$ cat src/rtl/dbi_pkg.sv
// Shared DBI definitions: FSM state encoding, idle pin levels, default bus width.
// Latency: none (declarations only).
// Backpressure: not applicable.
package dbi_pkg;

  localparam int DBI_IF_D_W_DEF = 8;

  typedef enum logic [2:0] {
    IDLE      = 3'd0,
    CMD_LO    = 3'd1,
    CMD_HI    = 3'd2,
    DAT_LO    = 3'd3,
    DAT_HI    = 3'd4,
    WAIT_BEAT = 3'd5,
    HRST      = 3'd6
  } dbi_state_e;

  // Pin levels while no transaction or reset is in progress
  localparam logic CSX_IDLE  = 1'b1;
  localparam logic DCX_IDLE  = 1'b1;
  localparam logic WRX_IDLE  = 1'b1;
  localparam logic RDX_IDLE  = 1'b1;
  localparam logic RESX_IDLE = 1'b1;

  function automatic int max3(input int a, input int b, input int c);
    int m;
    m = (a > b) ? a : b;
    return (m > c) ? m : c;
  endfunction

endpackage

$ cat src/rtl/dbi_tx_phy_if.sv
// Beat handshake from the upstream formatter plus the DBI type-C pin bundle.
// Latency: none (wiring only).
// Backpressure: upstream holds a beat while dtp_tx_rdy_o is low.
interface dbi_tx_phy_if
  import dbi_pkg::*;
#(
  parameter int DBI_IF_D_W = DBI_IF_D_W_DEF
);
  logic                  dtp_dbi_hrst_i;
  logic [DBI_IF_D_W-1:0] dtp_tx_cmd_typ_i;
  logic [DBI_IF_D_W-1:0] dtp_tx_cmd_dat_i;
  logic                  dtp_tx_last_i;
  logic                  dtp_tx_no_dat_i;
  logic                  dtp_tx_vld_i;
  logic                  dtp_tx_rdy_o;
  logic                  dbi_csx_o;
  logic                  dbi_dcx_o;
  logic                  dbi_wrx_o;
  logic                  dbi_rdx_o;
  logic                  dbi_resx_o;
  logic [DBI_IF_D_W-1:0] dbi_d_o;

  // Upstream beat producer / pin observer
  modport master (
    output dtp_dbi_hrst_i, dtp_tx_cmd_typ_i, dtp_tx_cmd_dat_i,
    output dtp_tx_last_i, dtp_tx_no_dat_i, dtp_tx_vld_i,
    input  dtp_tx_rdy_o,
    input  dbi_csx_o, dbi_dcx_o, dbi_wrx_o, dbi_rdx_o, dbi_resx_o, dbi_d_o
  );

  // PHY side
  modport slave (
    input  dtp_dbi_hrst_i, dtp_tx_cmd_typ_i, dtp_tx_cmd_dat_i,
    input  dtp_tx_last_i, dtp_tx_no_dat_i, dtp_tx_vld_i,
    output dtp_tx_rdy_o,
    output dbi_csx_o, dbi_dcx_o, dbi_wrx_o, dbi_rdx_o, dbi_resx_o, dbi_d_o
  );
endinterface

$ cat src/rtl/dbi_phase_timer.sv
// Down-counter timing one WRX/RESX phase; done is high in the last cycle of the phase.
// Latency: a load of N gives done in the N-th cycle after the loading edge.
// Backpressure: none; counter parks at zero and never wraps.
module dbi_phase_timer #(
  parameter int CNT_W = 4
) (
  input  logic             clk,
  input  logic             rst_n,
  input  logic             i_load,
  input  logic [CNT_W-1:0] i_load_val,
  output logic             o_done
);
  logic [CNT_W-1:0] r_cnt;

  // Load on phase entry, count down, saturate at zero
  always_ff @(posedge clk) begin
    if (!rst_n) begin
      r_cnt <= '0;
    end else if (i_load) begin
      r_cnt <= i_load_val;
    end else if (r_cnt != '0) begin
      r_cnt <= r_cnt - 1'b1;
    end
  end

  assign o_done = (r_cnt == CNT_W'(1));
endmodule

$ cat src/rtl/dbi_tx_phy.sv
// DBI type-C write PHY: turns command/data beats into CSX/DCX/WRX/D pin sequences and RESX pulses.
// Latency: pins are registered; WRX falls in the cycle after a beat is accepted.
// Backpressure: rdy only in IDLE/WAIT_BEAT; optional byte counter enabled by DBI_PHY_STAT_EN.
module dbi_tx_phy
  import dbi_pkg::*;
#(
  parameter int DBI_IF_D_W  = DBI_IF_D_W_DEF,
  parameter int WR_LOW_CYC  = 2,
  parameter int WR_HIGH_CYC = 2,
  parameter int HRST_CYC    = 1250
) (
  input  logic        clk,
  input  logic        rst_n,
`ifdef DBI_PHY_STAT_EN
  output logic [31:0] stat_byte_cnt_o,
`endif
  dbi_tx_phy_if.slave bus
);
  localparam int CNT_W = $clog2(max3(WR_LOW_CYC, WR_HIGH_CYC, HRST_CYC) + 1);

  dbi_state_e            r_state;
  logic                  r_rdy;
  logic                  r_csx;
  logic                  r_dcx;
  logic                  r_wrx;
  logic                  r_resx;
  logic [DBI_IF_D_W-1:0] r_d;
  logic [DBI_IF_D_W-1:0] r_dat;
  logic                  r_last;
  logic                  r_no_dat;
  logic                  w_accept;
  logic                  w_done;
  logic                  w_tmr_load;
  logic [CNT_W-1:0]      w_tmr_val;

  assign w_accept = bus.dtp_tx_vld_i & r_rdy;

  // Timer reload whenever the FSM enters a timed phase
  always_comb begin
    w_tmr_load = 1'b0;
    w_tmr_val  = '0;
    case (r_state)
      IDLE, WAIT_BEAT: begin
        if (w_accept) begin
          w_tmr_load = 1'b1;
          w_tmr_val  = bus.dtp_dbi_hrst_i ? CNT_W'(HRST_CYC) : CNT_W'(WR_LOW_CYC);
        end
      end
      CMD_LO, DAT_LO: begin
        if (w_done) begin
          w_tmr_load = 1'b1;
          w_tmr_val  = CNT_W'(WR_HIGH_CYC);
        end
      end
      CMD_HI: begin
        if (w_done && !r_no_dat) begin
          w_tmr_load = 1'b1;
          w_tmr_val  = CNT_W'(WR_LOW_CYC);
        end
      end
      default: ;
    endcase
  end

  dbi_phase_timer #(.CNT_W(CNT_W)) u_timer (
    .clk        (clk),
    .rst_n      (rst_n),
    .i_load     (w_tmr_load),
    .i_load_val (w_tmr_val),
    .o_done     (w_done)
  );

`ifdef DBI_PHY_STAT_EN
  logic [31:0] r_stat;
  // Count every WRX rising edge (end of each low phase); wraps naturally
  always_ff @(posedge clk) begin
    if (!rst_n) begin
      r_stat <= '0;
    end else if (w_done && (r_state == CMD_LO || r_state == DAT_LO)) begin
      r_stat <= r_stat + 32'd1;
    end
  end
  assign stat_byte_cnt_o = r_stat;
`endif

  // Transaction FSM; pins are set on the edge that enters each state
  always_ff @(posedge clk) begin
    if (!rst_n) begin
      r_state  <= IDLE;
      r_rdy    <= 1'b0;
      r_csx    <= CSX_IDLE;
      r_dcx    <= DCX_IDLE;
      r_wrx    <= WRX_IDLE;
      r_resx   <= RESX_IDLE;
      r_d      <= '0;
      r_dat    <= '0;
      r_last   <= 1'b0;
      r_no_dat <= 1'b0;
    end else begin
      case (r_state)
        IDLE: begin
          r_rdy <= 1'b1;
          if (w_accept) begin
            r_rdy    <= 1'b0;
            r_dat    <= bus.dtp_tx_cmd_dat_i;
            r_last   <= bus.dtp_tx_last_i;
            r_no_dat <= bus.dtp_tx_no_dat_i;
            if (bus.dtp_dbi_hrst_i) begin
              r_state <= HRST;
              r_resx  <= 1'b0;
            end else begin
              r_state <= CMD_LO;
              r_csx   <= 1'b0;
              r_dcx   <= 1'b0;
              r_d     <= bus.dtp_tx_cmd_typ_i;
              r_wrx   <= 1'b0;
            end
          end
        end
        CMD_LO, DAT_LO: begin
          if (w_done) begin
            r_state <= (r_state == CMD_LO) ? CMD_HI : DAT_HI;
            r_wrx   <= 1'b1;
          end
        end
        CMD_HI: begin
          if (w_done) begin
            if (r_no_dat) begin
              // Command-only transaction always closes here
              r_state <= IDLE;
              r_rdy   <= 1'b1;
              r_csx   <= CSX_IDLE;
              r_dcx   <= DCX_IDLE;
              r_d     <= '0;
            end else begin
              r_state <= DAT_LO;
              r_dcx   <= 1'b1;
              r_d     <= r_dat;
              r_wrx   <= 1'b0;
            end
          end
        end
        DAT_HI: begin
          if (w_done) begin
            r_rdy <= 1'b1;
            if (r_last) begin
              r_state <= IDLE;
              r_csx   <= CSX_IDLE;
              r_dcx   <= DCX_IDLE;
              r_d     <= '0;
            end else begin
              // Keep CSX low, DCX/D held, until the next data beat
              r_state <= WAIT_BEAT;
            end
          end
        end
        WAIT_BEAT: begin
          if (w_accept) begin
            r_rdy  <= 1'b0;
            r_last <= bus.dtp_tx_last_i;
            if (bus.dtp_dbi_hrst_i) begin
              r_state <= HRST;
              r_csx   <= CSX_IDLE;
              r_dcx   <= DCX_IDLE;
              r_d     <= '0;
              r_resx  <= 1'b0;
            end else begin
              r_state <= DAT_LO;
              r_d     <= bus.dtp_tx_cmd_dat_i;
              r_wrx   <= 1'b0;
            end
          end
        end
        HRST: begin
          if (w_done) begin
            r_state <= IDLE;
            r_rdy   <= 1'b1;
            r_resx  <= RESX_IDLE;
          end
        end
        default: begin
          r_state <= IDLE;
          r_rdy   <= 1'b0;
        end
      endcase
    end
  end

  assign bus.dtp_tx_rdy_o = r_rdy;
  assign bus.dbi_csx_o    = r_csx;
  assign bus.dbi_dcx_o    = r_dcx;
  assign bus.dbi_wrx_o    = r_wrx;
  assign bus.dbi_rdx_o    = RDX_IDLE;
  assign bus.dbi_resx_o   = r_resx;
  assign bus.dbi_d_o      = r_d;
endmodule

$ cat src/flat_wrapper.sv
// flat-port wrapper written by rule: the top's interface ports become plain ports
module dbi_tx_phy_flat import dbi_pkg::*;
#(
  parameter int DBI_IF_D_W  = DBI_IF_D_W_DEF,
  parameter int WR_LOW_CYC  = 2,
  parameter int WR_HIGH_CYC = 2,
  parameter int HRST_CYC    = 1250
)
  (clk, rst_n, bus_dtp_dbi_hrst_i, bus_dtp_tx_cmd_typ_i, bus_dtp_tx_cmd_dat_i, bus_dtp_tx_last_i, bus_dtp_tx_no_dat_i, bus_dtp_tx_vld_i, bus_dtp_tx_rdy_o, bus_dbi_csx_o, bus_dbi_dcx_o, bus_dbi_wrx_o, bus_dbi_rdx_o, bus_dbi_resx_o, bus_dbi_d_o);
  dbi_tx_phy_if #(.DBI_IF_D_W(DBI_IF_D_W)) bus_i ();
  input  logic clk;
  input  logic rst_n;
  input wire logic [$bits(bus_i.dtp_dbi_hrst_i)-1:0] bus_dtp_dbi_hrst_i;
  input wire logic [$bits(bus_i.dtp_tx_cmd_typ_i)-1:0] bus_dtp_tx_cmd_typ_i;
  input wire logic [$bits(bus_i.dtp_tx_cmd_dat_i)-1:0] bus_dtp_tx_cmd_dat_i;
  input wire logic [$bits(bus_i.dtp_tx_last_i)-1:0] bus_dtp_tx_last_i;
  input wire logic [$bits(bus_i.dtp_tx_no_dat_i)-1:0] bus_dtp_tx_no_dat_i;
  input wire logic [$bits(bus_i.dtp_tx_vld_i)-1:0] bus_dtp_tx_vld_i;
  output wire logic [$bits(bus_i.dtp_tx_rdy_o)-1:0] bus_dtp_tx_rdy_o;
  output wire logic [$bits(bus_i.dbi_csx_o)-1:0] bus_dbi_csx_o;
  output wire logic [$bits(bus_i.dbi_dcx_o)-1:0] bus_dbi_dcx_o;
  output wire logic [$bits(bus_i.dbi_wrx_o)-1:0] bus_dbi_wrx_o;
  output wire logic [$bits(bus_i.dbi_rdx_o)-1:0] bus_dbi_rdx_o;
  output wire logic [$bits(bus_i.dbi_resx_o)-1:0] bus_dbi_resx_o;
  output wire logic [$bits(bus_i.dbi_d_o)-1:0] bus_dbi_d_o;
  assign bus_i.dtp_dbi_hrst_i = bus_dtp_dbi_hrst_i;
  assign bus_i.dtp_tx_cmd_typ_i = bus_dtp_tx_cmd_typ_i;
  assign bus_i.dtp_tx_cmd_dat_i = bus_dtp_tx_cmd_dat_i;
  assign bus_i.dtp_tx_last_i = bus_dtp_tx_last_i;
  assign bus_i.dtp_tx_no_dat_i = bus_dtp_tx_no_dat_i;
  assign bus_i.dtp_tx_vld_i = bus_dtp_tx_vld_i;
  assign bus_dtp_tx_rdy_o = bus_i.dtp_tx_rdy_o;
  assign bus_dbi_csx_o = bus_i.dbi_csx_o;
  assign bus_dbi_dcx_o = bus_i.dbi_dcx_o;
  assign bus_dbi_wrx_o = bus_i.dbi_wrx_o;
  assign bus_dbi_rdx_o = bus_i.dbi_rdx_o;
  assign bus_dbi_resx_o = bus_i.dbi_resx_o;
  assign bus_dbi_d_o = bus_i.dbi_d_o;
  dbi_tx_phy #(.DBI_IF_D_W(DBI_IF_D_W), .WR_LOW_CYC(WR_LOW_CYC), .WR_HIGH_CYC(WR_HIGH_CYC), .HRST_CYC(HRST_CYC)) u_core (.clk(clk), .rst_n(rst_n), .bus(bus_i));
endmodule
$ cat config.mk
export PLATFORM = sky130hd
export DESIGN_NAME = dbi_tx_phy_flat
export DESIGN_NICKNAME = d
export VERILOG_FILES = /design/src/rtl/dbi_pkg.sv /design/src/rtl/dbi_tx_phy_if.sv /design/src/rtl/dbi_phase_timer.sv /design/src/rtl/dbi_tx_phy.sv /design/src/flat_wrapper.sv
export SDC_FILE = /design/constraint.sdc
export NUM_CORES = 1
export LEC_CHECK = 0
export CORE_MARGIN = 4
export CORE_UTILIZATION = 51
export CTS_CLUSTER_DIAMETER = 100
export DETAILED_ROUTE_END_ITERATION = 10
export GPL_ROUTABILITY_DRIVEN = 0
export PLACE_DENSITY_LB_ADDON = 0.1
export SLEW_MARGIN = 20
export SYNTH_ARGS = -nofsm -noshare
export SYNTH_HDL_FRONTEND = slang
export SYNTH_SLANG_ARGS = --single-unit
$ cat constraint.sdc
create_clock -name clk -period 2.2 [get_ports clk]
set_input_delay 0.55 -clock clk [delete_from_list [all_inputs] [get_ports clk]]
set_output_delay 0.55 -clock clk [all_outputs]
set_load 0.005 [all_outputs]
==> out/metrics.cfg, run 1 <==
[run_status]
status=complete, no violations

[power]
power_mw=3.81
peakVddDrop_mv=0.915
p_per_area_nw_per_um2=1530
p_leak_nw=0.954

[placement]
dp_cells=298
placed_cell_area_um2=2380
port-buffer-count=34
dp_hpwl_um=3240

[clock_network]
cts_hold_buf=0
clk_path_buf_depth=2
clock_latency_ns=0.29
cts_sinks=37
numCtsBuffers=5
cts_max_level=2
clk_pin_slew_ns=0.07
cts_resized=0
cts_setup_buffers=0
clockRootBuffer=clkbuf_8
cts_tree=yes

[floorplanning]
die-area_um2=4780
rows=21
ioPinCount=36
die_x_um=69.2
chipHeight_um=69.2
coreArea_um2=3470
initial_core_util=0.550

[setup_path]
crit_path_max_fanout=9
required_ns=2.40
worstSetupPathType=input pin to flop
crit_arrival_ns=2.16
worstSetupEndpointType=flop
startpoint_type=input pin

[timing]
holdWs_ns=0.495
rsz0062_at_grt=no
fin_crit_ns=1.95
fin_skew_ns=0.00218
hold_violations=0
setup_viol=0
fin_crit_sh=0.889
max_freq_mhz=512
fin_tns_setup_ns=0
worstMarginPinSlew_ns=0.617
max_slew_margin=0.587
slew_viol_final=0

[run]
maxCapViolCount=0

[yosys]
ys_ff_latch=37
yosys_warnings=0
synth_edf_count=0
netlist_area_um2=1910
ys.flop_type=dfxtp_1
synth_nets=239
seq_area_frac_synth=0.388
ys_async_sr_fraction=0
synth_cell_types=51
avgSynthCellArea_um2=8.92
postSynthCellCount=214

[global_route]
met1_usage=0.277
grt_pass1_vias=1653
grt_overflow_total=0
grtUsageMet2=0.293
grt_pass1_wl_um=7890
grt_use_total=0.196
gr-usage-met3=0.0465
grt_max_degree=20
antenna_found_initial=0
grt_busiest_layer=met2

[cells_and_area]
syn2layout_area_growth_pct=31.1
nFillCells=290
fin_area_um2=2500
layout_commonest_cell=dfxtp_1
instances_no_fill=306
final_cell_mix=37 x dfxtp_1, 34 x clkdlybuf4s50_1, 30 x nor2_1
antenna_cells=0
finalNetCount=284
drive_gt1_frac=0.119

[route]
wl_per_cell_um=14.8
vias=1782
wl_um=4520
drtIter0Drc=192
ant_nets=0
drt_first_pass_iters=6
drc_errors=0
viasPerCell=5.82

[worst_hold_path]
hp-class=flop to flop

==> final timing paths <==
kind                                        start                                  to  slack (ns)  depth (start not counted)
max                            bus_dtp_dbi_hrst_i  u_core.bus.dbi_d_o[2]$_SDFFE_PN0P_        0.25                          5
min reg2reg    u_core.bus.dbi_resx_o$_SDFFE_PN1P_  u_core.bus.dbi_resx_o$_SDFFE_PN1P_        0.50                          2
min            u_core.bus.dbi_resx_o$_SDFFE_PN1P_  u_core.bus.dbi_resx_o$_SDFFE_PN1P_        0.50                          2
max reg2reg  u_core.u_timer.r_cnt[0]$_SDFFE_PN0P_   u_core.bus.dbi_wrx_o$_SDFFE_PN1P_        0.27                          6
==> synthesized netlist by cell type, types with 2 or more instances <==
cell / instances / area, um^2
nor2b_1: 2 / 12.5
a21oi_1: 11 / 55.1
buf_2: 2 / 10.0
nand4_1: 3 / 18.8
clkbuf_1: 5 / 18.8
xor2_1: 4 / 35.0
nand2_1: 14 / 52.6
mux2i_1: 12 / 120
a211oi_1: 8 / 60.1
a222oi_1: 8 / 80.1
inv_1: 7 / 26.3
xnor2_1: 4 / 35.0
dfxtp_1: 37 / 741
ha_1: 3 / 37.5
o21ai_1: 2 / 10.0
o21ai_0: 11 / 55.1
o211a_1: 2 / 20.0
nor3_1: 4 / 20.0
o211ai_1: 4 / 30.0
a31oi_1: 2 / 12.5
nor2_1: 30 / 113
nor4_1: 2 / 12.5
nand2b_1: 4 / 25.0
o31ai_1: 2 / 15.0
a211oi_2: 2 / 25.0
nand3_1: 4 / 20.0
==> flip-flops by register name (all words and copies together) (netlist names) <==
name	cells
u_core.bus.dbi_resx_o	1
u_core.bus.dtp_tx_rdy_o	1
u_core.r_last	1
u_core.bus.dbi_wrx_o	1
u_core.bus.dbi_csx_o	1
u_core.r_dat	8
u_core.r_state	3
u_core.r_no_dat	1
u_core.u_timer.r_cnt	11
u_core.bus.dbi_d_o	8
u_core.bus.dbi_dcx_o	1
==> through the flow <==
stage               setup slack (ns)   util
CTS                            0.243  0.721
detailed placement           -0.0137  0.688
finish                         0.245  0.721
global route                  0.0780  0.721
global placement             -0.0208  0.688
floorplan                      0.442      -
==> routing by layer <==
metal	share of wire	up-vias	wire length, um
li1	-	886	-
met5	0	-	0
met3	0.065	8	293
met4	0.014	0	62
met2	0.44	68	2000
met1	0.48	820	2160
==> cell type report <==
type / instances / area (um^2) / area share
Sequential cell: 37 / 741 / 0.296
Multi-Input combinational cell: 160 / 1090 / 0.436
Tap cell: 46 / 57.6 / 0.0230
Inverter: 7 / 26.3 / 0.0105
Clock buffer: 7 / 86.3 / 0.0345
Clock inverter: 1 / 30.0 / 0.0120
Timing Repair Buffer: 48 / 470 / 0.188
==> worst max-delay path: stages <==
cell and delay [ns]:
clkdlybuf4s50_1 0.42, buf_4 0.17, nor3_2 0.51, a222oi_1 0.25, a211oi_1 0.26
==> kinds of logic (layout without fill, tap and decap cells) <==
| group | after synthesis | in the layout | synth area share |
|---|---|---|---|
| adders and majority gates | 3 | 3 | 0.0197 |
| AOI/OAI and AO/OA | 61 | 61 | 0.243 |
| xor gates and xnor gates | 8 | 8 | 0.0367 |
| buffers and inverters | 17 | 63 | 0.0407 |
| muxes | 12 | 12 | 0.0630 |
| and+or+nand+nor | 75 | 75 | 0.207 |
| other | 1 | 1 | 0.00197 |
| DFF | 37 | 37 | 0.388 |
==> power breakdown <==
part / total, mW / switching [mW] / leakage (nW) / internal, mW
clock: 0.609 / 0.239 / 0.0585 / 0.370
sequential: 1.17 / 0.244 / 0.303 / 0.925
combinational: 2.04 / 1.02 / 0.592 / 1.01
Power figures use the tool's default switching activity.
==> run 2, diff against run 1 <==
- CAP_MARGIN: not set -> 20
- CORE_ASPECT_RATIO: not set -> 2
- MAX_ROUTING_LAYER: not set -> met4
==> out/metrics.cfg, run 2 (synthesized netlist as in run 1, its figures left out) <==
[route]
drc_errors=0  ; unchanged
drt_first_pass_iters=5  ; -1
ant_nets=0  ; unchanged
wl_per_cell_um=16.6  ; +13%
wl_um=5240  ; +16%
drtIter0Drc=51  ; -73%
viasPerCell=5.83  ; +0.20%
vias=1838  ; +3.1%

[setup_path]
worstSetupEndpointType=flop
startpoint_type=flop
required_ns=2.38  ; -0.02 ns
worstSetupPathType=flop to flop
crit_arrival_ns=2.20  ; +0.04 ns
critPathLaunch=u_core.u_timer.r_cnt[0]$_SDFFE_PN0P_
crit_path_top_delay_cell=o21ai_0
critPathBufInv=0  ; -2
timing.rr.start=u_core.u_timer.r_cnt[0]$_SDFFE_PN0P_
cp_top_family=compound AO/OA/AOI/OAI gates
slowest_delay_ns=0.44  ; -0.07 ns
crit_path_max_fanout=7  ; -2
cp_cell_sequence=ha_1 > nor4b_2 > nand3_4 > o21ai_0 > o21ai_1 > mux2i_1

[clock_network]
cts_resized=0  ; unchanged
cts_hold_buf=0  ; unchanged
clk_path_buf_depth=2  ; unchanged
clock_latency_ns=0.29  ; about the same
cts_max_level=2  ; unchanged
clk_pin_slew_ns=0.07  ; about the same
cts_sinks=37  ; unchanged
cts_setup_buffers=0  ; unchanged
cts_tree=yes
clockRootBuffer=clkbuf_8
numCtsBuffers=5  ; unchanged

[timing]
max_freq_mhz=496  ; -3.1%
fin_skew_ns=0.00628  ; +0.00410 ns
worstMarginPinSlew_ns=0.905  ; +0.288 ns
setup_slack_ns=0.183  ; -0.0624 ns
fin_crit_ns=2.02  ; +0.0624 ns
fin_crit_sh=0.917  ; +0.0284
slew_viol_final=0  ; unchanged
holdWs_ns=0.489  ; -0.00603 ns
rsz0062_at_grt=no
setup_viol=0  ; unchanged
fin_tns_setup_ns=0  ; unchanged
hold_violations=0  ; unchanged
max_slew_margin=0.392  ; -0.195

[global_route]
grt_pass1_wl_um=8510  ; +7.9%
grt_pass1_vias=1912  ; +16%
antenna_found_initial=0  ; unchanged
grt_max_degree=21  ; +5.0%
grt_overflow_total=0  ; unchanged
grt_use_total=0.244  ; +0.0482

[power]
internal_power_mw=2.21  ; -4.2%
p_leak_nw=0.968  ; +1.5%
power_mw=3.78  ; -0.94%
seq_power_share=0.309  ; +0.003
p_clk_frac=0.121  ; -0.039
comb_power_share=0.570  ; +0.036
p_switching_mw=1.57  ; +4.0%
p_sw_frac=0.415  ; +0.0196
p_per_area_nw_per_um2=1500  ; -1.5%
peakVddDrop_mv=0.976  ; +6.7%

[placement]
place_ws_ns=-0.0683  ; -0.0546 ns
dp_hpwl_um=4210  ; +30%
placed_cell_area_um2=2430  ; +2.0%
port-buffer-count=34  ; unchanged
dp_cells=307  ; +3.0%

[cells_and_area]
instances_no_fill=315  ; +2.9%
largest_register_ffs=11  ; unchanged
fin_area_um2=2520  ; +0.60%
largest_register=u_core.u_timer.r_cnt
final_cell_mix=37 x dfxtp_1, 34 x clkdlybuf4s50_1, 30 x nor2_1
final_util=0.698  ; -0.0236
layout_commonest_cell=dfxtp_1
antenna_cells=0  ; unchanged
finalNetCount=290  ; +2.1%
syn2layout_area_growth_pct=31.9
drive_gt1_frac=0.139  ; +0.0199

[floorplanning]
rows=31  ; +48%
chipHeight_um=94.5  ; +37%
initial_core_util=0.529  ; -0.0212
coreArea_um2=3610  ; +4.0%
die_x_um=51.3  ; -26%
die-area_um2=4840  ; +1.2%
ioPinCount=36  ; unchanged

[worst_hold_path]
hp-class=flop to flop
hp-start=u_core.bus.dbi_wrx_o$_SDFFE_PN1P_

[run_status]
status=complete, no violations

[run]
maxCapViolCount=0  ; unchanged

run 2: changes by cell type in the layout (fill, tap and decap cells not counted):
| cell | before | now |
|---|---|---|
| buf_4 | 12 | 18 |
| clkinv_2 | 0 | 2 |
| clkbuf_8 | 6 | 5 |
| bufinv_16 | 1 | 0 |
run 2: final timing paths:
path,slack (ns),cells past startpoint,end
setup / recovery,0.18,6,u_core.r_state[2]$_SDFFE_PN0P_
hold reg to reg,0.49,1,u_core.bus.dbi_wrx_o$_SDFFE_PN1P_
setup reg to reg,0.18,6,u_core.r_state[2]$_SDFFE_PN0P_
hold / removal,0.49,1,u_core.bus.dbi_wrx_o$_SDFFE_PN1P_
run 2: routing by layer:
layer / GRT usage / vias up / wire length (um)
met1: 0.190 / 871 / 1660
met5: - / - / 0
met3: 0.0316 / 21 / 169
li1: - / 892 / -
met4: 0.197 / 0 / 314
met2: 0.471 / 54 / 3100
run 2: area by class of cell:
type,count,area [um^2]
clock inverter,2,10.0
sequential,37,741
tap,49,61.3
clock buffer,6,72.6
fill,313,1090
timing repair buffer,54,515
multi-input combinational,160,1090
inverter,7,26.3
run 2: power by group through the flow:
stage	Sequential, mW	Clock, mW	Combinational (mW)
after global routing	1.19	0.491	2.40
after CTS	1.16	0.469	2.17
final	1.17	0.457	2.15
after global placement	1.18	0	2.13
after floorplan	1.12	0	1.38
after detailed placement	1.18	0	2.16
